===== config.mk =====
export PLATFORM = sky130hd
export DESIGN_NAME = mastermind_round_controller
export DESIGN_NICKNAME = d
export VERILOG_FILES = /design/src/rtl/mm_pkg.sv /design/src/rtl/mm_lfsr16.sv /design/src/rtl/mastermind_round_controller.sv
export SDC_FILE = /design/constraint.sdc
export NUM_CORES = 1
export LEC_CHECK = 0
export ABC_AREA = 1
export CAP_MARGIN = 10
export CORE_ASPECT_RATIO = 0.5
export CORE_UTILIZATION = 59
export DETAILED_ROUTE_END_ITERATION = 6
export PLACE_DENSITY_LB_ADDON = 0.3
export SYNTH_ARGS = -nofsm -noshare
export SYNTH_HDL_FRONTEND = slang
export SYNTH_SLANG_ARGS = --single-unit

===== constraint.sdc =====
create_clock -name CLK -period 6.4 [get_ports CLK]
set_input_delay 1.28 -clock CLK [delete_from_list [all_inputs] [get_ports CLK]]
set_output_delay 1.28 -clock CLK [all_outputs]
set_load 0.02 [all_outputs]

===== src/rtl/mm_pkg.sv =====
// Shared MasterMind types: FSM state encoding, peg colour, history record and LFSR taps.
package mm_pkg;

  typedef enum logic [2:0] {
    S_IDLE       = 3'd0,
    S_GEN        = 3'd1,
    S_INPUT      = 3'd2,
    S_EVAL_EXACT = 3'd3,
    S_EVAL_COLOR = 3'd4,
    S_COMMIT     = 3'd5,
    S_WIN        = 3'd6,
    S_LOSE       = 3'd7
  } e_MM_STATE;

  typedef logic [2:0] t_PEG;

  localparam int MAX_PEGS = 4;

  typedef struct packed {
    logic [2:0]            blows;
    logic [2:0]            hits;
    t_PEG [MAX_PEGS-1:0]   guess;
  } st_HIST_ENTRY;

  // Record consumed by the VGA renderer and segment display.
  typedef struct packed {
    e_MM_STATE  state;
    logic [1:0] sel;
    logic [3:0] round;
    logic [2:0] hits;
    logic [2:0] blows;
  } st_GAME_STATE;

  // Fibonacci taps 16,14,13,11 expressed as bit positions 15,13,12,10.
  localparam logic [15:0] LFSR_TAPS = 16'hB400;

endpackage


===== src/rtl/mm_lfsr16.sv =====
// Free-running 16-bit Fibonacci LFSR used as the secret-code colour source.
module mm_lfsr16 import mm_pkg::*; #(
  parameter logic [15:0] LFSR_SEED = 16'hACE1
) (
  input  logic        CLK,
  input  logic        RST,
  output logic [15:0] Q
);

  logic [15:0] r_q;
  logic        w_fb;

  assign w_fb = ^(r_q & LFSR_TAPS);

  always_ff @(posedge CLK) begin
    if (RST) begin
      r_q <= LFSR_SEED;
    end else begin
      r_q <= {r_q[14:0], w_fb};
    end
  end

  assign Q = r_q;

endmodule


===== src/rtl/mastermind_round_controller.sv =====
// MasterMind game sequencer: secret generation, guess entry, iterative hit/blow
// scoring and per-round history write-back.
module mastermind_round_controller import mm_pkg::*; #(
  parameter int          PEGS       = 4,
  parameter int          COLORS     = 6,
  parameter int          MAX_ROUNDS = 10,
  parameter logic [15:0] LFSR_SEED  = 16'hACE1
) (
  input  logic                 CLK,
  input  logic                 RST,
  input  logic                 BTN_NEXT,
  input  logic                 BTN_INC,
  input  logic                 BTN_OK,
  input  logic                 CODE_LOAD,
  input  logic [PEGS*3-1:0]    CODE_IN,
  output logic [2:0]           STATE,
  output logic [1:0]           SEL,
  output logic [PEGS*3-1:0]    GUESS,
  output logic [3:0]           ROUND,
  output logic [2:0]           HITS,
  output logic [2:0]           BLOWS,
  output logic                 HIST_WE,
  output logic [3:0]           HIST_ADDR,
  output logic [PEGS*3+5:0]    HIST_DATA,
  output logic                 BUSY
);

  localparam logic [1:0] LAST_IDX  = 2'(PEGS - 1);
  localparam logic [2:0] MAX_SCORE = 3'(PEGS);

  e_MM_STATE              r_state, w_state_next;
  logic [1:0]             r_sel, w_sel_next;
  t_PEG [PEGS-1:0]        r_guess, w_guess_next;
  t_PEG [PEGS-1:0]        r_secret, w_secret_next;
  logic [3:0]             r_round, w_round_next;
  logic [2:0]             r_hits, w_hits_next;
  logic [2:0]             r_blows, w_blows_next;
  logic [2:0]             r_hit_cnt, w_hit_cnt_next;
  logic [2:0]             r_blow_cnt, w_blow_cnt_next;
  logic [PEGS-1:0]        r_gmatch, w_gmatch_next;
  logic [PEGS-1:0]        r_smatch, w_smatch_next;
  logic [1:0]             r_i, w_i_next;
  logic [1:0]             r_j, w_j_next;
  logic                   r_hist_we, w_hist_we_next;
  logic [3:0]             r_hist_addr, w_hist_addr_next;
  logic [PEGS*3+5:0]      r_hist_data, w_hist_data_next;

  logic [15:0]            w_lfsr;
  logic                   w_lfsr_unused;
  logic                   w_rand_ok;

  mm_lfsr16 #(.LFSR_SEED(LFSR_SEED)) u_lfsr (
    .CLK (CLK),
    .RST (RST),
    .Q   (w_lfsr)
  );

  assign w_lfsr_unused = ^w_lfsr[15:3];
  assign w_rand_ok     = ({1'b0, w_lfsr[2:0]} < 4'(COLORS));

  always_comb begin
    w_state_next     = r_state;
    w_sel_next       = r_sel;
    w_guess_next     = r_guess;
    w_secret_next    = r_secret;
    w_round_next     = r_round;
    w_hits_next      = r_hits;
    w_blows_next     = r_blows;
    w_hit_cnt_next   = r_hit_cnt;
    w_blow_cnt_next  = r_blow_cnt;
    w_gmatch_next    = r_gmatch;
    w_smatch_next    = r_smatch;
    w_i_next         = r_i;
    w_j_next         = r_j;
    w_hist_we_next   = 1'b0;
    w_hist_addr_next = r_hist_addr;
    w_hist_data_next = r_hist_data;

    case (r_state)
      S_IDLE: begin
        if (CODE_LOAD || BTN_OK) begin
          w_round_next = '0;
          w_sel_next   = '0;
          w_guess_next = '0;
          w_hits_next  = '0;
          w_blows_next = '0;
          w_i_next     = '0;
          if (CODE_LOAD) begin
            w_secret_next = CODE_IN;
            w_state_next  = S_INPUT;
          end else begin
            w_state_next  = S_GEN;
          end
        end
      end

      S_GEN: begin
        // Out-of-range LFSR values are discarded so colours stay uniform.
        if (w_rand_ok) begin
          w_secret_next[r_i] = t_PEG'(w_lfsr[2:0]);
          w_i_next           = r_i + 2'd1;
          if (r_i == LAST_IDX) begin
            w_state_next = S_INPUT;
          end
        end
      end

      S_INPUT: begin
        if (CODE_LOAD) begin
          w_secret_next = CODE_IN;
        end else if (BTN_OK) begin
          w_state_next    = S_EVAL_EXACT;
          w_i_next        = '0;
          w_gmatch_next   = '0;
          w_smatch_next   = '0;
          w_hit_cnt_next  = '0;
          w_blow_cnt_next = '0;
        end else if (BTN_INC) begin
          w_guess_next[r_sel] = (r_guess[r_sel] == t_PEG'(COLORS - 1)) ? t_PEG'(0)
                                                                       : r_guess[r_sel] + t_PEG'(1);
        end else if (BTN_NEXT) begin
          w_sel_next = (r_sel == LAST_IDX) ? 2'd0 : r_sel + 2'd1;
        end
      end

      S_EVAL_EXACT: begin
        if (r_guess[r_i] == r_secret[r_i]) begin
          w_gmatch_next[r_i] = 1'b1;
          w_smatch_next[r_i] = 1'b1;
          if (r_hit_cnt < MAX_SCORE) w_hit_cnt_next = r_hit_cnt + 3'd1;
        end
        if (r_i == LAST_IDX) begin
          w_state_next = S_EVAL_COLOR;
          w_i_next     = '0;
          w_j_next     = '0;
        end else begin
          w_i_next = r_i + 2'd1;
        end
      end

      S_EVAL_COLOR: begin
        if (!r_gmatch[r_i] && !r_smatch[r_j] && (r_guess[r_i] == r_secret[r_j])) begin
          w_gmatch_next[r_i] = 1'b1;
          w_smatch_next[r_j] = 1'b1;
          if (r_blow_cnt < MAX_SCORE) w_blow_cnt_next = r_blow_cnt + 3'd1;
        end
        if (r_j == LAST_IDX) begin
          w_j_next = '0;
          if (r_i == LAST_IDX) begin
            // Final scores are registered on entry so they line up with HIST_WE.
            w_state_next     = S_COMMIT;
            w_hist_we_next   = 1'b1;
            w_hist_addr_next = r_round;
            w_hist_data_next = {w_blow_cnt_next, r_hit_cnt, r_guess};
            w_hits_next      = r_hit_cnt;
            w_blows_next     = w_blow_cnt_next;
          end else begin
            w_i_next = r_i + 2'd1;
          end
        end else begin
          w_j_next = r_j + 2'd1;
        end
      end

      S_COMMIT: begin
        if (r_hit_cnt == MAX_SCORE) begin
          w_state_next = S_WIN;
        end else if (r_round == 4'(MAX_ROUNDS - 1)) begin
          w_state_next = S_LOSE;
        end else begin
          w_state_next = S_INPUT;
          w_round_next = r_round + 4'd1;
        end
      end

      S_WIN, S_LOSE: begin
        if (BTN_OK) w_state_next = S_IDLE;
      end

      default: w_state_next = S_IDLE;
    endcase
  end

  always_ff @(posedge CLK) begin
    if (RST) begin
      r_state     <= S_IDLE;
      r_sel       <= '0;
      r_guess     <= '0;
      r_secret    <= '0;
      r_round     <= '0;
      r_hits      <= '0;
      r_blows     <= '0;
      r_hit_cnt   <= '0;
      r_blow_cnt  <= '0;
      r_gmatch    <= '0;
      r_smatch    <= '0;
      r_i         <= '0;
      r_j         <= '0;
      r_hist_we   <= 1'b0;
      r_hist_addr <= '0;
      r_hist_data <= '0;
    end else begin
      r_state     <= w_state_next;
      r_sel       <= w_sel_next;
      r_guess     <= w_guess_next;
      r_secret    <= w_secret_next;
      r_round     <= w_round_next;
      r_hits      <= w_hits_next;
      r_blows     <= w_blows_next;
      r_hit_cnt   <= w_hit_cnt_next;
      r_blow_cnt  <= w_blow_cnt_next;
      r_gmatch    <= w_gmatch_next;
      r_smatch    <= w_smatch_next;
      r_i         <= w_i_next;
      r_j         <= w_j_next;
      r_hist_we   <= w_hist_we_next;
      r_hist_addr <= w_hist_addr_next;
      r_hist_data <= w_hist_data_next;
    end
  end

  assign STATE     = r_state;
  assign SEL       = r_sel;
  assign GUESS     = r_guess;
  assign ROUND     = r_round;
  assign HITS      = r_hits;
  assign BLOWS     = r_blows;
  assign HIST_WE   = r_hist_we;
  assign HIST_ADDR = r_hist_addr;
  assign HIST_DATA = r_hist_data;
  assign BUSY      = (r_state == S_GEN) || (r_state == S_EVAL_EXACT) ||
                     (r_state == S_EVAL_COLOR) || (r_state == S_COMMIT);

endmodule


==> summary.md, run 1 <==
| Metric | Value |
|---|---|
| Outcome | `complete, no violations` |
| Synth Area in Adders | `4.73%` |
| Pleak | `2.52 nW` |
| Final slew viol count | `0` |
| Share of layout cells above drive strength 1 | `8.78%` |
| Synth Area in XOR/XNOR | `0.523%` |
| Ant. Diodes | `0` |
| Synth Area in Compound Gates | `17.3%` |
| CTS max path bufs | `2` |
| Ranking of synthesized cells by area | `dfxtp_1, nand2_1, a21oi_1` |
| Multiplexer area fraction after synthesis | `0%` |
| Die H | `67.3 um` |
| Final setup violation count | `0` |
| Critical path fanouts, max | `52` |
| First-pass GRT wire length | `21.4 mm` |
| Number of CTS-inserted buffers | `9` |
| Primary FF master, synth | `dfxtp_1` |
| Hpwl dp | `9.01 mm` |
| Clk_skew | `0.00743 ns` |
| Worst hold slack | `0.410 ns` |
| Initial core utilization | `61.7%` |
| Gr usage total | `30.9%` |
| CP endpoint kind | `register` |
| Slowest cell on crit path | `inv_1` |
| Cell chosen for the clock root | `clkbuf_16` |
| Post-detailed-routing wire length | `13.0 mm` |
| Synthesized area | `0.00503 mm2` |
| Buf/Inv on CP | `4` |
| Worst Setup Start Kind | `input pin` |
| Largest net degree at the start of global routing | `53` |
| Syn Nets | `764` |
| Power per cell area | `382 mW/mm2` |
| Row count | `23` |
| Yosys top cell area share | `38.2%` |
| Post_cts resized | `0` |
| Clock-pin slew on the worst setup and hold paths | `0.06 ns` |
| Via density per instance | `5.59` |
| Fin crit period | `3.38 ns` |
| Simple-Gate Fraction of Synth Area | `29.5%` |
| Die area | `0.00892 mm2` |
| GP Congestion | `0.910` |
| Vias in the first global route | `4564` |
| Relative slew slack | `31.6%` |
| WP data required | `6.64 ns` |
| Port-buffer cells | `68` |
| Max Cap Viol | `0` |
| WS Path Type | `input pin to register` |
| Crit path DAT | `3.62 ns` |
| Commonest cells post-synth | `nand2_1, dfxtp_1, a21oi_1, inv_1, nand3_1` |
| Hold buffers post-CTS | `0` |
| Period utilisation layout | `52.8%` |
| CTS sink count | `96` |
| Fmax | `0.296 GHz` |
| RSZ-0062 raised after global routing | `no` |
| Post-synth EDFFs | `0` |
| Area Overhead vs Synth | `19.8%` |
| TritonCTS clock tree | `yes` |
| Worst Hold Class | `register to register` |
| Number of DRC markers in iteration 0 | `519` |
| Peak VDD IR | `0.219 mV` |
| Syn Inst Count | `727` |
| Largest area contributor in the netlist | `dfxtp_1` |
| #FFs+latches synth | `96` |
| Critical-path cell list | `clkdlybuf4s50_1 > buf_4 > inv_1 > nand2_1 > inv_1 > o21ai_0 > a21oi_1` |
| Die W | `133 um` |
| H-tree depth | `3` |
| DR WL/cell | `14.4 um` |
| Largest family of logic cells by synthesized area | `simple AND/OR/NAND/NOR gates` |
| Vias after detailed routing | `5017` |
| First drt pass iteration count | `5` |
| Least-Margin Pin Slew | `1.03 ns` |
| Delay-heaviest family, CP | `buffers and inverters` |
| Synth cell types | `39` |
| Antenna Nets Post-Route | `0` |
| Placed cells | `883` |
| Drc violations | `0` |
| Worst skew pair latency | `0.35 ns` |
| Final global-route overflow total | `0` |
| Non-Filler Instances | `898` |
| Seq/Total Area, Yosys | `38.2%` |
| Post-CTS setup buffer count | `0` |
| Core ar. | `0.00814 mm2` |
| Fin util | `74.0%` |
| Initial antenna violation count | `0` |
| Final Net Count | `819` |
| Mean area per synthesized cell | `6.92 um2` |
| Critical Path Max Stage Delay | `0.63 ns` |
| Most frequent cell after synthesis | `nand2_1` |
| Io pins | `69` |
| Post-synth ARST share | `0%` |
| Most common cell on crit path | `inv_1` |
| Hold Vio Cnt, Final | `0` |
| TNS Setup | `0 ns` |
| Number of synthesis warnings | `0` |
registers in the layout, indices dropped and copies added (netlist names), 3 cells and up:
| register | count |
|---|---|
| BLOWS | 3 |
| u_lfsr.Q | 16 |
| r_gmatch | 4 |
| r_hit_cnt | 3 |
| r_smatch | 4 |
| HIST_DATA | 18 |
| r_blow_cnt | 3 |
| ROUND | 4 |
| STATE | 3 |
| HITS | 3 |
| r_secret | 12 |
| HIST_ADDR | 4 |
| GUESS | 12 |
routing by layer:
metal / share of wire (%) / GRT usage [%]
met1: 44 / 39.8
met4: 2.2 / 12.9
met5: 0 / 0
met2: 45 / 51.8
met3: 8.7 / 6.31
worst register-to-register path, stage by stage, from the launching register on:
cell and delay [ns]:
dfxtp_1 0.53, clkinv_1 0.36, o21ai_0 0.37, nand2_1 0.14, ha_1 0.21, or2_2 0.29
a31oi_1 0.43, nand2_1 0.10, a21oi_1 0.17
cell families after synthesis:
group,Yosys count
DFF,96
buffers and inverters,114
AOI/OAI and AO/OA,159
adders and majority gates,19
xor gates and xnor gates,3
and+or+nand+nor,336
final timing paths:
| check | start | end | slack (ns) | cells after the start |
|---|---|---|---|---|
| min reg2reg | u_lfsr.Q[3]$_SDFF_PP0_ | u_lfsr.Q[4]$_SDFF_PP0_ | 0.41 | 2 |
| min | u_lfsr.Q[3]$_SDFF_PP0_ | u_lfsr.Q[4]$_SDFF_PP0_ | 0.41 | 2 |
| max | RST | r_hit_cnt[1]$_SDFFE_PP0P_ | 3.02 | 7 |
| max reg2reg | SEL[0]$_SDFFE_PP0P_ | GUESS[8]$_SDFFE_PP0P_ | 3.74 | 8 |
where the power goes:
part | total (mW) | internal (mW) | switching, mW
registers | 0.803 | 0.685 | 0.118
clock network | 0.565 | 0.338 | 0.227
logic | 0.932 | 0.316 | 0.616
area by class of cell:
| type | instances | area, um2 |
|---|---|---|
| Multi-Input combinational cell | 517 | 2620 |
| Fill cell | 686 | 2120 |
| Sequential cell | 96 | 1920 |
| Timing Repair Buffer | 70 | 696 |
| Inverter | 88 | 338 |
| Clock buffer | 9 | 225 |
| Tap cell | 112 | 140 |
| Clock inverter | 6 | 85.1 |
placed cells by master (no fill, tap or decap), types with 2 or more instances in the layout:
| cell type | instances |
|---|---|
| nand2_1 | 207 |
| dfxtp_1 | 96 |
| a21oi_1 | 84 |
| inv_1 | 76 |
| clkdlybuf4s50_1 | 68 |
| nand3_1 | 56 |
| o21ai_0 | 41 |
| nor2_1 | 37 |
| ha_1 | 19 |
| o21ai_1 | 12 |
| inv_2 | 9 |
| clkbuf_16 | 9 |
| or2_2 | 8 |
| nand2_2 | 7 |
| o21ai_2 | 7 |
| a31oi_1 | 6 |
| nor2_4 | 4 |
| nor2_2 | 3 |
| nand2_4 | 3 |
| a211oi_1 | 3 |
| nor3_1 | 3 |
| nor3b_2 | 3 |
| xnor2_1 | 2 |
| a22o_1 | 2 |
| bufinv_16 | 2 |
| clkinv_2 | 2 |
| clkinvlp_4 | 2 |
| buf_4 | 2 |
stage by stage:
stage | worst slack [ns] | power, mW | cell area [um2]
after floorplan | 4.07 | 1.47 | 5030
after global placement | 2.78 | 1.68 | 5710
after detailed placement | 2.72 | 1.71 | 5710
after CTS | 3.06 | 2.28 | 6020
after global routing | 2.83 | 2.44 | 6020
final | 3.02 | 2.30 | 6020
Power figures use the tool's default switching activity.
==> run 2: changes to the inputs <==
--- a/config.mk
+++ b/config.mk
@@ -8,7 +8,7 @@
 export ABC_AREA = 1
 export CAP_MARGIN = 10
 export CORE_ASPECT_RATIO = 0.5
-export CORE_UTILIZATION = 59
+export CORE_UTILIZATION = 55
 export DETAILED_ROUTE_END_ITERATION = 6
 export PLACE_DENSITY_LB_ADDON = 0.3
 export SYNTH_ARGS = -nofsm -noshare
==> constraint.sdc (replaced) <==
create_clock -name CLK -period 3.14 [get_ports CLK]
set_input_delay 0.628 -clock CLK [delete_from_list [all_inputs] [get_ports CLK]]
set_output_delay 0.628 -clock CLK [all_outputs]
set_load 0.02 [all_outputs]
==> summary.md, run 2 (same netlist as run 1, synthesis figures left out) <==
| Metric | Value |
|---|---|
| Outcome | `complete, no violations` |
| Slack of the critical path | `0.723 ns` |
| Final Net Count | `822` |
| Ant. Diodes | `0` |
| Post-DP Area | `0.00574 mm2` |
| Reg2Reg Depth | `10` |
| Clk_skew | `0.00863 ns` |
| Initial antenna violation count | `0` |
| Sequential cell area | `0.00192 mm2` |
| Max FFs per register | `18` |
| CTS max path bufs | `2` |
| Final slew viol count | `0` |
| Hold Startpoint | `u_lfsr.Q[9]$_SDFF_PP0_` |
| Vias in the first global route | `4393` |
| Hpwl dp | `9.14 mm` |
| Fmax | `0.414 GHz` |
| GP Congestion | `0.898` |
| Most frequent cells in the layout | `nand2_1, dfxtp_1, a21oi_1, inv_1, clkdlybuf4s50_1` |
| First-pass GRT wire length | `21.3 mm` |
| Worst Setup Start Kind | `register` |
| Footprint of the multi-input gates | `0.00262 mm2` |
| Fillers | `819` |
| CP endpoint kind | `output port` |
| Hold Path Stages | `1` |
| Largest net degree at the start of global routing | `43` |
| Clock-pin slew on the worst setup and hold paths | `0.07 ns` |
| Peak VDD IR | `0.353 mV` |
| Port-buffer cells | `68` |
| Hold buffers post-CTS | `0` |
| Worst skew pair latency | `0.35 ns` |
| Vias after detailed routing | `4839` |
| Wl on met1 | `6.07 mm` |
| WS Path Type | `register to output port` |
| Post-CTS setup buffer count | `0` |
| Crit path DAT | `1.79 ns` |
| Most common cell after layout, fill and taps aside | `nand2_1` |
| Die area | `0.00955 mm2` |
| Gr usage total | `28.6%` |
| Fin crit period | `2.42 ns` |
| Slowest cell on crit path | `clkdlybuf4s50_1` |
| Final setup violation count | `0` |
| Reg2reg start | `SEL[0]$_SDFFE_PP0P_` |
| Drc violations | `0` |
| Row count | `24` |
| CTS sink count | `96` |
| RSZ-0062 raised after global routing | `no` |
| TritonCTS clock tree | `yes` |
| Worst Hold Class | `register to register` |
| Met3 WL post-DR | `819 um` |
| Hold Path Sink | `u_lfsr.Q[10]$_SDFF_PP1_` |
| Die H | `69.6 um` |
| First drt pass iteration count | `6` |
| Final Instance Area | `0.00605 mm2` |
| Power per cell area | `765 mW/mm2` |
| Max Cap Viol | `0` |
| Critical-path cell list | `nor2_4 > a21oi_1 > clkdlybuf4s50_1` |
| Reg-to-reg slack, setup | `0.73 ns` |
| Core ar. | `0.00880 mm2` |
| Crit Reg-Reg Endpoint | `GUESS[2]$_SDFFE_PP0P_` |
| TNS Setup | `0 ns` |
| Period utilisation layout | `77.0%` |
| Io pins | `69` |
| Met2 WL | `5.60 mm` |
| Post-detailed-routing wire length | `12.7 mm` |
| Share of layout cells above drive strength 1 | `9.24%` |
| Initial core utilization | `57.2%` |
| Hold Vio Cnt, Final | `0` |
| Critical path fanouts, max | `9` |
| Number of DRC markers in iteration 0 | `373` |
| Pleak | `2.54 nW` |
| Number of CTS-inserted buffers | `9` |
| Critical Path Max Stage Delay | `0.62 ns` |
| Antenna Nets Post-Route | `0` |
| Least-Margin Pin Slew | `0.732 ns` |
| Post_cts resized | `0` |
| DR WL/cell | `14.0 um` |
| Area Overhead vs Synth | `20.3%` |
| Cell chosen for the clock root | `clkbuf_16` |
| Final global-route overflow total | `0` |
| WP data required | `2.51 ns` |
| Worst slack, placed | `0.797 ns` |
| Fin util | `68.7%` |
| Relative slew slack | `51.1%` |
| H-tree depth | `3` |
| Die W | `137 um` |
| Top layer in use | `met4` |
| Via density per instance | `5.34` |
run 2: changes by cell type in the layout (fill, tap and decap cells not counted):
cell        before  now
buf_4            2    5
bufinv_16        2    1
clkbuf_8         0    1
clkinv_4         0    1
clkinvlp_4       2    0
inv_6            1    3
run 2: cell type report:
type | instances | area share (%)
multi-input combinational | 517 | 43.3
sequential | 96 | 31.8
timing repair buffer | 73 | 11.9
inverter | 88 | 5.59
clock buffer | 10 | 3.95
tap | 117 | 2.42
clock inverter | 6 | 1.10
run 2: power by group:
| group | total, mW | switching, mW | internal, mW |
|---|---|---|---|
| clock network | 1.13 | 0.490 | 0.644 |
| registers | 1.62 | 0.223 | 1.40 |
| logic | 1.88 | 1.23 | 0.648 |
| total | 4.63 | 1.94 | 2.69 |
run 2: worst max-delay path by stage:
| stage | start | endpoint | depth (start not counted) |
|---|---|---|---|
| 2_1_floorplan | SEL[0]$_SDFFE_PP0P_ | GUESS[8]$_SDFFE_PP0P_ | 10 |
| 3_3_place_gp | SEL[0]$_SDFFE_PP0P_ | GUESS[5]$_SDFFE_PP0P_ | 10 |
| 3_5_place_dp | SEL[0]$_SDFFE_PP0P_ | GUESS[11]$_SDFFE_PP0P_ | 8 |
| 4_1_cts | STATE[2]$_SDFFE_PP0P_ | BUSY | 3 |
| 5_1_grt | SEL[0]$_SDFFE_PP0P_ | GUESS[2]$_SDFFE_PP0P_ | 8 |
| 6_report | STATE[2]$_SDFFE_PP0P_ | BUSY | 3 |
run 2: layer usage:
| layer | vias up | GRT usage (%) |
|---|---|---|
| met3 | 19 | 6.07 |
| met5 | - | 0 |
| met2 | 170 | 44.7 |
| met4 | 0 | 8.18 |
| li1 | 2457 | - |
| met1 | 2193 | 39.5 |
run 2: metrics by stage:
| step | total power, mW | hold WS, ns | instances |
|---|---|---|---|
| global placement | 3.43 | 0.391 | 891 |
| floorplan | 3.01 | 0.388 | 727 |
| finish | 4.63 | 0.411 | 907 |
| global route | 4.95 | 0.423 | 907 |
| CTS | 4.62 | 0.410 | 907 |
| detailed placement | 3.48 | 0.394 | 891 |
run 2: critical path: cells and delay by family, from the launching register on:
kind	cells	cell delay, ns
AOI/OAI and AO/OA	1	0.14
and+or+nand+nor	1	0.10
buffers and inverters	1	0.62
DFF	1	0.58
==> run 3: changes to the inputs <==
==> constraint.sdc (replaced) <==
create_clock -name CLK -period 2.4 [get_ports CLK]
set_input_delay 0.48 -clock CLK [delete_from_list [all_inputs] [get_ports CLK]]
set_output_delay 0.48 -clock CLK [all_outputs]
set_load 0.02 [all_outputs]
==> summary.md, run 3 (same netlist as run 1, synthesis figures left out) <==
| Metric | Value |
|---|---|
| Outcome | `complete, no violations` |
| Worst hold slack | `0.410 ns` |
| Critical-path cell list | `nor2_4 > a21oi_1 > clkdlybuf4s50_1` |
| Crit path DAT | `1.77 ns` |
| Port-buffer cells | `68` |
| Comb power frac | `41.5%` |
| Crit Reg-Reg Endpoint | `GUESS[2]$_SDFFE_PP0P_` |
| Cell chosen for the clock root | `clkbuf_16` |
| Row count | `24` |
| Relative slew slack | `71.0%` |
| Ant. Diodes | `0` |
| Initial core utilization | `57.2%` |
| Footprint of the multi-input gates | `0.00263 mm2` |
| WP data required | `1.92 ns` |
| Fin crit period | `2.25 ns` |
| Critical path startpoint | `STATE[2]$_SDFFE_PP0P_` |
| Die area | `0.00955 mm2` |
| Hold buffers post-CTS | `0` |
| Switching power | `2.50 mW` |
| Io pins | `69` |
| Hold Path Sink | `u_lfsr.Q[7]$_SDFF_PP1_` |
| Die W | `137 um` |
| Area Overhead vs Synth | `20.8%` |
| First-pass GRT wire length | `21.1 mm` |
| Reg2Reg Depth | `8` |
| Sw Share | `41.7%` |
| Fin util | `69.1%` |
| Die H | `69.6 um` |
| CTS max path bufs | `2` |
| Final setup violation count | `0` |
| Peak VDD IR | `0.435 mV` |
| Non-Filler Instances | `911` |
| Share of layout cells above drive strength 1 | `9.82%` |
| Core ar. | `0.00880 mm2` |
| H-tree depth | `3` |
| Post-detailed-routing wire length | `12.5 mm` |
| Number of CTS-inserted buffers | `9` |
| Critical Path Max Stage Delay | `0.62 ns` |
| Initial antenna violation count | `0` |
| First drt pass iteration count | `5` |
| WS Path Type | `register to output port` |
| Clk_skew | `0.00628 ns` |
| Reg-to-reg slack, setup | `0.34 ns` |
| Hold Path Stages | `1` |
| Most frequent cells in the layout | `nand2_1, dfxtp_1, a21oi_1, inv_1, clkdlybuf4s50_1` |
| Power share of the clock group | `23.5%` |
| CP endpoint kind | `output port` |
| Clock-pin slew on the worst setup and hold paths | `0.06 ns` |
| Worst Setup Start Kind | `register` |
| Period utilisation layout | `93.9%` |
| Post-DP Area | `0.00577 mm2` |
| Worst slack, placed | `0.194 ns` |
| TNS Setup | `0 ns` |
| Fillers | `804` |
| Fmax | `0.444 GHz` |
| RSZ-0062 raised after global routing | `no` |
| Slowest cell on crit path | `clkdlybuf4s50_1` |
| Vias after detailed routing | `4810` |
| CTS sink count | `96` |
| Int Power | `3.49 mW` |
| Final slew viol count | `0` |
| Placed cells | `895` |
| Power per cell area | `986 mW/mm2` |
| Reg2reg start | `SEL[1]$_SDFFE_PP0P_` |
| Worst skew pair latency | `0.35 ns` |
| Drc violations | `0` |
| Overall power | `5.99 mW` |
| Hold Vio Cnt, Final | `0` |
| DR WL/cell | `13.7 um` |
| Most common cell after layout, fill and taps aside | `nand2_1` |
| Vias in the first global route | `4329` |
| Number of DRC markers in iteration 0 | `358` |
| Slack of the critical path | `0.147 ns` |
| Max Cap Viol | `0` |
| Hpwl dp | `9.12 mm` |
| Largest net degree at the start of global routing | `43` |
| Final Instance Area | `0.00608 mm2` |
| Sequential power share | `34.9%` |
| Antenna Nets Post-Route | `0` |
| GP Congestion | `0.906` |
| Final Net Count | `826` |
| Least-Margin Pin Slew | `0.435 ns` |
| Final global-route overflow total | `0` |
| TritonCTS clock tree | `yes` |
| Max FFs per register | `18` |
| Critical path fanouts, max | `9` |
| Sequential cell area | `0.00192 mm2` |
| Gr usage total | `28.2%` |
| Hold Startpoint | `u_lfsr.Q[6]$_SDFF_PP1_` |
| Via density per instance | `5.28` |
| Worst Hold Class | `register to register` |
| Pleak | `2.55 nW` |
## run 3: cell types whose count changed in the layout (fill, tap and decap cells not counted), sizes merged
| cell | change |
|---|---|
| buf | +4 |
| clkbuf | +3 |
| inv | -2 |
| bufinv | -1 |
| clkinv | -1 |
| clkinvlp | +1 |
## run 3: worst max path at each step
stage          cells past startpoint                      to
2_1_floorplan                     10   GUESS[8]$_SDFFE_PP0P_
3_3_place_gp                      10   GUESS[5]$_SDFFE_PP0P_
3_5_place_dp                       8  GUESS[11]$_SDFFE_PP0P_
4_1_cts                            3                    BUSY
5_1_grt                            3                    BUSY
6_report                           3                    BUSY
## run 3: what timing repair did
action / in CTS / in global routing
setup buffers: 0 / 0
resized for setup: 0 / 2
setup endpoints to repair: 0 / 4
## run 3: routing by layer
| layer | vias up | GRT usage, % | wire length [um] |
|---|---|---|---|
| li1 | 2461 | - | - |
| met1 | 2190 | 38.3 | 5960 |
| met4 | 0 | 7.94 | 180 |
| met2 | 141 | 44.3 | 5610 |
| met5 | - | 0 | 0 |
| met3 | 18 | 6.80 | 735 |
## run 3: critical path: cells and delay by family (launching register included)
| family | cells | cell delay [ns] |
|---|---|---|
| buffers and inverters | 1 | 0.62 |
| DFF | 1 | 0.58 |
| AOI/OAI and AO/OA | 1 | 0.13 |
| and+or+nand+nor | 1 | 0.10 |
## run 3: cell type report
class / count / share of cell area [%]
Sequential cell: 96 / 31.7
Clock inverter: 3 / 0.412
Clock buffer: 13 / 4.45
Inverter: 88 / 5.56
Multi-Input combinational cell: 517 / 43.2
Timing Repair Buffer: 77 / 12.3
Tap cell: 117 / 2.41
## run 3: power by group through the flow
stage	combinational, mW	clock, mW	sequential, mW
6_report	2.49	1.41	2.09
5_1_grt	2.82	1.47	2.13
4_1_cts	2.46	1.44	2.09
3_5_place_dp	2.43	0	2.12
3_3_place_gp	2.39	0	2.11
2_1_floorplan	1.82	0	2.12
